===== config.mk =====
export PLATFORM = sky130hd
export DESIGN_NAME = vec_stream_tx_flat
export DESIGN_NICKNAME = d
export VERILOG_FILES = /design/src/rtl/vec_stream_tx_pkg.sv /design/src/rtl/vec_stream_tx_if.sv /design/src/rtl/vec_stream_tx_mem.sv /design/src/rtl/vec_stream_tx.sv /design/src/flat_wrapper.sv
export SDC_FILE = /design/constraint.sdc
export NUM_CORES = 1
export LEC_CHECK = 0
export CAP_MARGIN = 20
export CORE_ASPECT_RATIO = 1.2
export CORE_UTILIZATION = 50
export CTS_CLUSTER_SIZE = 8
export DETAILED_ROUTE_END_ITERATION = 10
export PLACE_DENSITY = 0.79
export SLEW_MARGIN = 30
export SYNTH_ARGS = -nofsm -noshare
export SYNTH_HDL_FRONTEND = slang
export SYNTH_HIERARCHICAL = 1
export SYNTH_SLANG_ARGS = --single-unit

===== constraint.sdc =====
create_clock -name clk -period 2.2 [get_ports clk]
set_input_delay 0.33 -clock clk [delete_from_list [all_inputs] [get_ports clk]]
set_output_delay 0.33 -clock clk [all_outputs]
set_load 0.01 [all_outputs]

===== src/rtl/vec_stream_tx_pkg.sv =====
// Shared types and helpers for the ping-pong vector transmitter.
// Latency: n/a (types and constant functions only).
// Backpressure: n/a.
package vec_stream_tx_pkg;

    // Occupancy of one storage bank: FREE accepts a new vector, FULL is being replayed.
    typedef enum logic {
        FREE = 1'b0,
        FULL = 1'b1
    } bank_state_t;

    // Counter width for a modulus of n, never narrower than one bit.
    function automatic int cnt_w(input int n);
        return (n <= 1) ? 1 : $clog2(n);
    endfunction

endpackage


===== src/rtl/vec_stream_tx_if.sv =====
// Bundles the load stream (s_*) and transmit stream (m_*) of the transmitter.
// Latency: n/a (wiring only).
// Backpressure: s_ready from the transmitter, m_ready from downstream.
//   slave  : the transmitter's view (consumes s_*, produces m_*)
//   master : the surrounding logic's view (produces s_*, consumes m_*)
interface vec_stream_tx_if #(
    parameter int T = 8
);
    logic [T-1:0] s_data_in;
    logic         s_valid;
    logic         s_ready;
    logic [T-1:0] m_data_out;
    logic         m_valid;
    logic         m_ready;

    modport slave (
        input  s_data_in, s_valid, m_ready,
        output s_ready, m_data_out, m_valid
    );

    modport master (
        output s_data_in, s_valid, m_ready,
        input  s_ready, m_data_out, m_valid
    );
endinterface


===== src/rtl/vec_stream_tx_mem.sv =====
// Two-bank vector storage, addressed as {bank, word index}.
// Latency: write on rising edge, read is combinational.
// Backpressure: none; the caller guarantees write and read target different banks.
//   wr_en_i/wr_addr_i/wr_data_i : synchronous write port
//   rd_addr_i/rd_data_o         : asynchronous read port
module vec_stream_tx_mem
    import vec_stream_tx_pkg::*;
#(
    parameter int N = 8,
    parameter int T = 8
) (
    input  logic                  clk,
    input  logic                  wr_en_i,
    input  logic [cnt_w(N):0]     wr_addr_i,
    input  logic [T-1:0]          wr_data_i,
    input  logic [cnt_w(N):0]     rd_addr_i,
    output logic [T-1:0]          rd_data_o
);
    localparam int AW = cnt_w(N) + 1;

    // Contents are deliberately not reset; bank state decides what is valid.
    logic [T-1:0] mem_q [2**AW];

    always_ff @(posedge clk) begin
        if (wr_en_i) begin
            mem_q[wr_addr_i] <= wr_data_i;
        end
    end

    assign rd_data_o = mem_q[rd_addr_i];

endmodule


===== src/rtl/vec_stream_tx.sv =====
// Ping-pong transmitter: loads N-word vectors and replays each REPS times downstream.
// Latency: first word valid one cycle after the vector's last load handshake.
// Backpressure: s_ready drops while the write bank is FULL; output holds while m_valid && !m_ready.
//   clk, reset : clock and synchronous active-high reset
//   bus        : s_data_in/s_valid/s_ready load stream, m_data_out/m_valid/m_ready output stream
module vec_stream_tx
    import vec_stream_tx_pkg::*;
#(
    parameter int N    = 8,
    parameter int T    = 8,
    parameter int REPS = 1
) (
    input  logic           clk,
    input  logic           reset,
    vec_stream_tx_if.slave bus
);
    localparam int IW = cnt_w(N);
    localparam int PW = cnt_w(REPS);

    bank_state_t bank_st_q [2];
    bank_state_t bank_st_d [2];
    logic          wb_q, wb_d;
    logic          rb_q, rb_d;
    logic [IW-1:0] wc_q, wc_d;
    logic [IW-1:0] rc_q, rc_d;
    logic [PW-1:0] pc_q, pc_d;
    logic [T-1:0]  m_data_q, m_data_d;
    logic          m_valid_q, m_valid_d;

    logic          wr_en;
    logic          out_ld;
    logic [T-1:0]  rd_data;

    vec_stream_tx_mem #(
        .N (N),
        .T (T)
    ) u_mem (
        .clk       (clk),
        .wr_en_i   (wr_en),
        .wr_addr_i ({wb_q, wc_q}),
        .wr_data_i (bus.s_data_in),
        .rd_addr_i ({rb_q, rc_q}),
        .rd_data_o (rd_data)
    );

    assign bus.s_ready    = !reset && (bank_st_q[wb_q] == FREE);
    assign bus.m_data_out = m_data_q;
    assign bus.m_valid    = m_valid_q;

    assign wr_en  = bus.s_valid && bus.s_ready;
    // Refill the output register whenever it is empty or drained this cycle.
    assign out_ld = (!m_valid_q || bus.m_ready) && (bank_st_q[rb_q] == FULL);

    always_comb begin
        bank_st_d = bank_st_q;
        wb_d      = wb_q;
        rb_d      = rb_q;
        wc_d      = wc_q;
        rc_d      = rc_q;
        pc_d      = pc_q;
        m_data_d  = m_data_q;
        m_valid_d = m_valid_q;

        // Load side: fill bank wb, hand it over on the last word.
        if (wr_en) begin
            if (wc_q == IW'(N - 1)) begin
                wc_d            = '0;
                bank_st_d[wb_q] = FULL;
                wb_d            = ~wb_q;
            end else begin
                wc_d = wc_q + 1'b1;
            end
        end

        // Transmit side: walk bank rb REPS times, then release it.
        // Load and transmit never touch the same bank, so both updates can land together.
        if (out_ld) begin
            m_data_d  = rd_data;
            m_valid_d = 1'b1;
            if (rc_q == IW'(N - 1)) begin
                rc_d = '0;
                if (pc_q == PW'(REPS - 1)) begin
                    pc_d            = '0;
                    bank_st_d[rb_q] = FREE;
                    rb_d            = ~rb_q;
                end else begin
                    pc_d = pc_q + 1'b1;
                end
            end else begin
                rc_d = rc_q + 1'b1;
            end
        end else if (bus.m_ready) begin
            m_valid_d = 1'b0;
        end
    end

    always_ff @(posedge clk) begin
        if (reset) begin
            bank_st_q <= '{FREE, FREE};
            wb_q      <= 1'b0;
            rb_q      <= 1'b0;
            wc_q      <= '0;
            rc_q      <= '0;
            pc_q      <= '0;
            m_data_q  <= '0;
            m_valid_q <= 1'b0;
        end else begin
            bank_st_q <= bank_st_d;
            wb_q      <= wb_d;
            rb_q      <= rb_d;
            wc_q      <= wc_d;
            rc_q      <= rc_d;
            pc_q      <= pc_d;
            m_data_q  <= m_data_d;
            m_valid_q <= m_valid_d;
        end
    end

endmodule


===== src/flat_wrapper.sv =====
// flat-port wrapper written by rule: the top's interface ports become plain ports
module vec_stream_tx_flat import vec_stream_tx_pkg::*;
#(
    parameter int N    = 8,
    parameter int T    = 8,
    parameter int REPS = 1
)
  (clk, reset, bus_s_data_in, bus_s_valid, bus_m_ready, bus_s_ready, bus_m_data_out, bus_m_valid);
  vec_stream_tx_if #(.T(T)) bus_i ();
  input  logic clk;
  input  logic reset;
  input wire logic [$bits(bus_i.s_data_in)-1:0] bus_s_data_in;
  input wire logic [$bits(bus_i.s_valid)-1:0] bus_s_valid;
  input wire logic [$bits(bus_i.m_ready)-1:0] bus_m_ready;
  output wire logic [$bits(bus_i.s_ready)-1:0] bus_s_ready;
  output wire logic [$bits(bus_i.m_data_out)-1:0] bus_m_data_out;
  output wire logic [$bits(bus_i.m_valid)-1:0] bus_m_valid;
  assign bus_i.s_data_in = bus_s_data_in;
  assign bus_i.s_valid = bus_s_valid;
  assign bus_i.m_ready = bus_m_ready;
  assign bus_s_ready = bus_i.s_ready;
  assign bus_m_data_out = bus_i.m_data_out;
  assign bus_m_valid = bus_i.m_valid;
  vec_stream_tx #(.N(N), .T(T), .REPS(REPS)) u_core (.clk(clk), .reset(reset), .bus(bus_i));
endmodule

==> results.md <==
### STA
* 56.4% — worst slew slack as a fraction of its limit
* 0 — final hold violations
* 482 MHz — upper clock frequency limit
* false — setup repair after global routing missed its margin
* 0.478 ns — worst slack on hold paths
* 94.3% — Final period util
* 0.0116 ns — Max Clock Skew
* 0.652 ns — slew at the pin closest to its max-slew limit
* 2.07 ns — Final Critical Period
* 0 — count of pins over their slew limit
* 0 — final setup vio count
* 0 ns — post-route setup TNS

### Clock tree
* 0 — Gates resized, CTS repair
* 0 — Hold Buf Count CTS
* yes — TritonCTS clock tree
* 4 — number of H-tree levels
* 0.42 ns — clock latency of the later-clocked register in the worst-skew pair
* 147 — clock tree sinks
* 2 — worst-case clock buffer depth
* 0.06 ns — clock slew at reported path FFs
* 0 — Post-CTS Setup Repair Bufs
* 17 — TritonCTS Buffers
* clkbuf_16 — root buffer cell

### Placement
* 501 — Placed Cells incl. Taps
* 7190 um — half-perimeter wire length after detailed placement
* 0.760 — routability-driven placement congestion ratio
* 6350 um^2 — placed cell areas
* 21 — number of port buffers

### Setup path
* u_core/wb_q — startpoint of the worst setup timing path
* output port — type of element capturing the critical path
* 0.26 ns — internal reg-to-reg setup slack
* u_core/u_mem/mem_q[0][7] — critical register-to-register path endpoint
* 6 — logic depth of the worst register-to-register path
* flop — Startpoint Class
* 1.87 ns — Worst EP required
* 3 — crit-path max FO
* u_core/wb_q — reg-to-reg startpoint
* reg2out — crit path kind
* 1.74 ns — WP data arrival

### Power
* 2.26 nW — leak pwr
* 6.14 mW — final total power
* 567 uV — Peak VDD IR
* 883 nW/um^2 — power density over the cells

### Logic synthesis
* 6 — Synth warnings
* edfxtp_1 — most frequently used flop master after synthesis
* 0% — share of flip-flops with an asynchronous set or reset after synthesis
* 147 — register bit total from synthesis
* 5820 um^2 — post-synth design cell area
* 32 — number of distinct library cells after synthesis
* 314 — Mapped Cells
* 66.0% — post-synth top area share
* 330 — number of nets in the synthesized netlist
* edfxtp_1 — top cell type by total area after synthesis
* 18.5 um^2 — average size of a mapped cell
* 128 x edfxtp_1, 19 x dfxtp_1, 18 x mux4_2, 16 x a22oi_1 — top cells by instance count after synthesis
* 128 — count of flip-flops with a built-in enable after synthesis
* edfxtp_1 — most instantiated library cell after synthesis
* 72.5% — sequential share of the synthesized area
* edfxtp_1 66%, mux4_2 7.0%, dfxtp_1 6.5% — most area-consuming cells after synthesis

### Detailed routing
* 11500 um — overall routed net length
* 21.5 um — Avg WL per Cell
* 7 — total iterations of the first detailed-routing run
* 5.89 — vias per std cell
* 0 — count of antenna-violating nets left after detailed routing
* 284 — detailed router's first-iteration violation count
* 3142 — vias after detailed routing
* 0 — drc violations

### Cells and area
* 752 — filler cell count
* 20.6% — layout cells sized above 1
* 533 — non-filler instance count after layout
* 6950 um^2 — final cell area excluding filler cells
* 382 — Layout Nets
* 19.3% — synth-to-layout area growth
* 0 — antenna diode count

### Min path
* u_core/bus.m_data_out[0] — startpoint of the lowest-slack hold path
* 2 — Cells on Worst Hold Path
* reg2reg — type of the worst min-delay path
* u_core/bus.m_data_out[0] — Worst Hold Path EP

### Floorplanning
* 52.0% — initial cell density of the core
* 101 um — width of the die
* 42 — Rows
* 120 um — Die Ht
* 12100 um^2 — Die ar.
* 11200 um^2 — CORE AREA
* 22 — I/O pin total

### Flow run
* 0 — MaxCap Viol Count

### GRT
* 35 — maximum number of pins on one net before global-route repair
* 0 — aggregate global routing overflow
* 0 — antenna violations before repair
* 21.3% — all-layer global routing usage
* 18100 um — first-pass GRT wire length
* 3215 — vias in the first global route

### Status
* completed — status

==> final cells by class <==
| cell class | count | area, um^2 | share of cell area (%) |
|---|---|---|---|
| clock inverter | 13 | 164 | 2.36 |
| inverter | 2 | 7.51 | 0.108 |
| sequential | 147 | 4230 | 60.8 |
| timing repair buffer | 49 | 445 | 6.41 |
| multi-input combinational | 149 | 1480 | 21.3 |
| clock buffer | 19 | 433 | 6.23 |
| tap | 154 | 193 | 2.77 |
==> cell usage in the layout (no fill, tap or decap) <==
cell / count
nor3_1: 3
mux4_2: 18
and2b_1: 1
nand3b_1: 2
or3b_2: 1
buf_4: 26
inv_1: 2
dfxtp_1: 18
or4_1: 1
nand3_1: 12
and2_1: 2
inv_6: 1
o21ai_0: 13
mux2_2: 2
clkinv_1: 4
buf_12: 2
clkdlybuf4s50_1: 21
nand2_1: 11
nor3_2: 1
bufinv_16: 4
nor2b_1: 5
mux2i_1: 3
nand2b_1: 6
a21oi_1: 13
or3_1: 1
clkinv_2: 4
clkbuf_1: 2
dfxtp_2: 1
a311oi_1: 3
ha_1: 4
a31oi_1: 2
o21ba_2: 1
nor2_1: 14
mux4_1: 14
a22oi_1: 16
clkbuf_16: 17
edfxtp_1: 128
==> cells by family (layout without fill, tap and decap cells) <==
| kind of cell | count (synthesis) | count (layout) | synth area share, % |
|---|---|---|---|
| DFF | 147 | 147 | 72.5 |
| and+or+nand+nor | 60 | 60 | 5.16 |
| AOI/OAI and AO/OA | 48 | 48 | 5.13 |
| muxes | 37 | 37 | 14.2 |
| buffers and inverters | 18 | 83 | 2.15 |
| adders and majority gates | 4 | 4 | 0.859 |
==> worst max path at each step <==
stage	to	slack [ns]	depth (start not counted)
final	bus_s_ready	0.13	3
after global routing	bus_s_ready	0.01	3
after CTS	bus_s_ready	0.10	3
after detailed placement	u_core/u_mem/mem_q[0][0]	-0.07	7
after global placement	u_core/u_mem/mem_q[0][2]	-0.06	7
after floorplan	u_core/u_mem/mem_q[2][0]	0.03	5
==> per-stage QoR <==
stage	setup WS, ns	util, %
3_3_place_gp	-0.0562	56.7
3_5_place_dp	-0.0703	56.7
5_1_grt	0.0145	62.1
6_report	0.126	62.1
2_1_floorplan	0.0324	-
4_1_cts	0.104	62.1
==> worst max-delay path, stage by stage (launching register included) <==
cell,delay (ns)
dfxtp_1,0.35
mux2i_1,0.28
nor2b_1,0.16
clkdlybuf4s50_1,0.54
==> report_power, final <==
| group | total, mW | switching, mW | leakage, nW | internal [mW] |
|---|---|---|---|---|
| clock network | 2.90 | 1.03 | 0.295 | 1.87 |
| registers | 3.08 | 0.0169 | 1.31 | 3.06 |
| logic | 0.158 | 0.0959 | 0.655 | 0.0625 |
==> registers in the layout, indices dropped and copies added, names as in the netlist <==
register and cells:
u_core/u_mem/mem_q 128, u_core/bus.m_data_out 8, u_core/rc_q 3, u_core/wc_q 3, u_core/bank_st_q 2, u_core/bus.m_valid 1
u_core/rb_q 1, u_core/wb_q 1
==> routing by layer <==
metal | wire [um] | share of wire (%) | GRT usage, % | up-vias
met5 | 0 | 0 | 0 | -
met4 | 352 | 3.1 | 10.2 | 0
met3 | 641 | 5.6 | 5.26 | 22
met2 | 5770 | 50 | 34.3 | 116
met1 | 4680 | 41 | 27.2 | 1616
li1 | - | - | - | 1388
No activity file was read; power rests on OpenSTA's default activity.
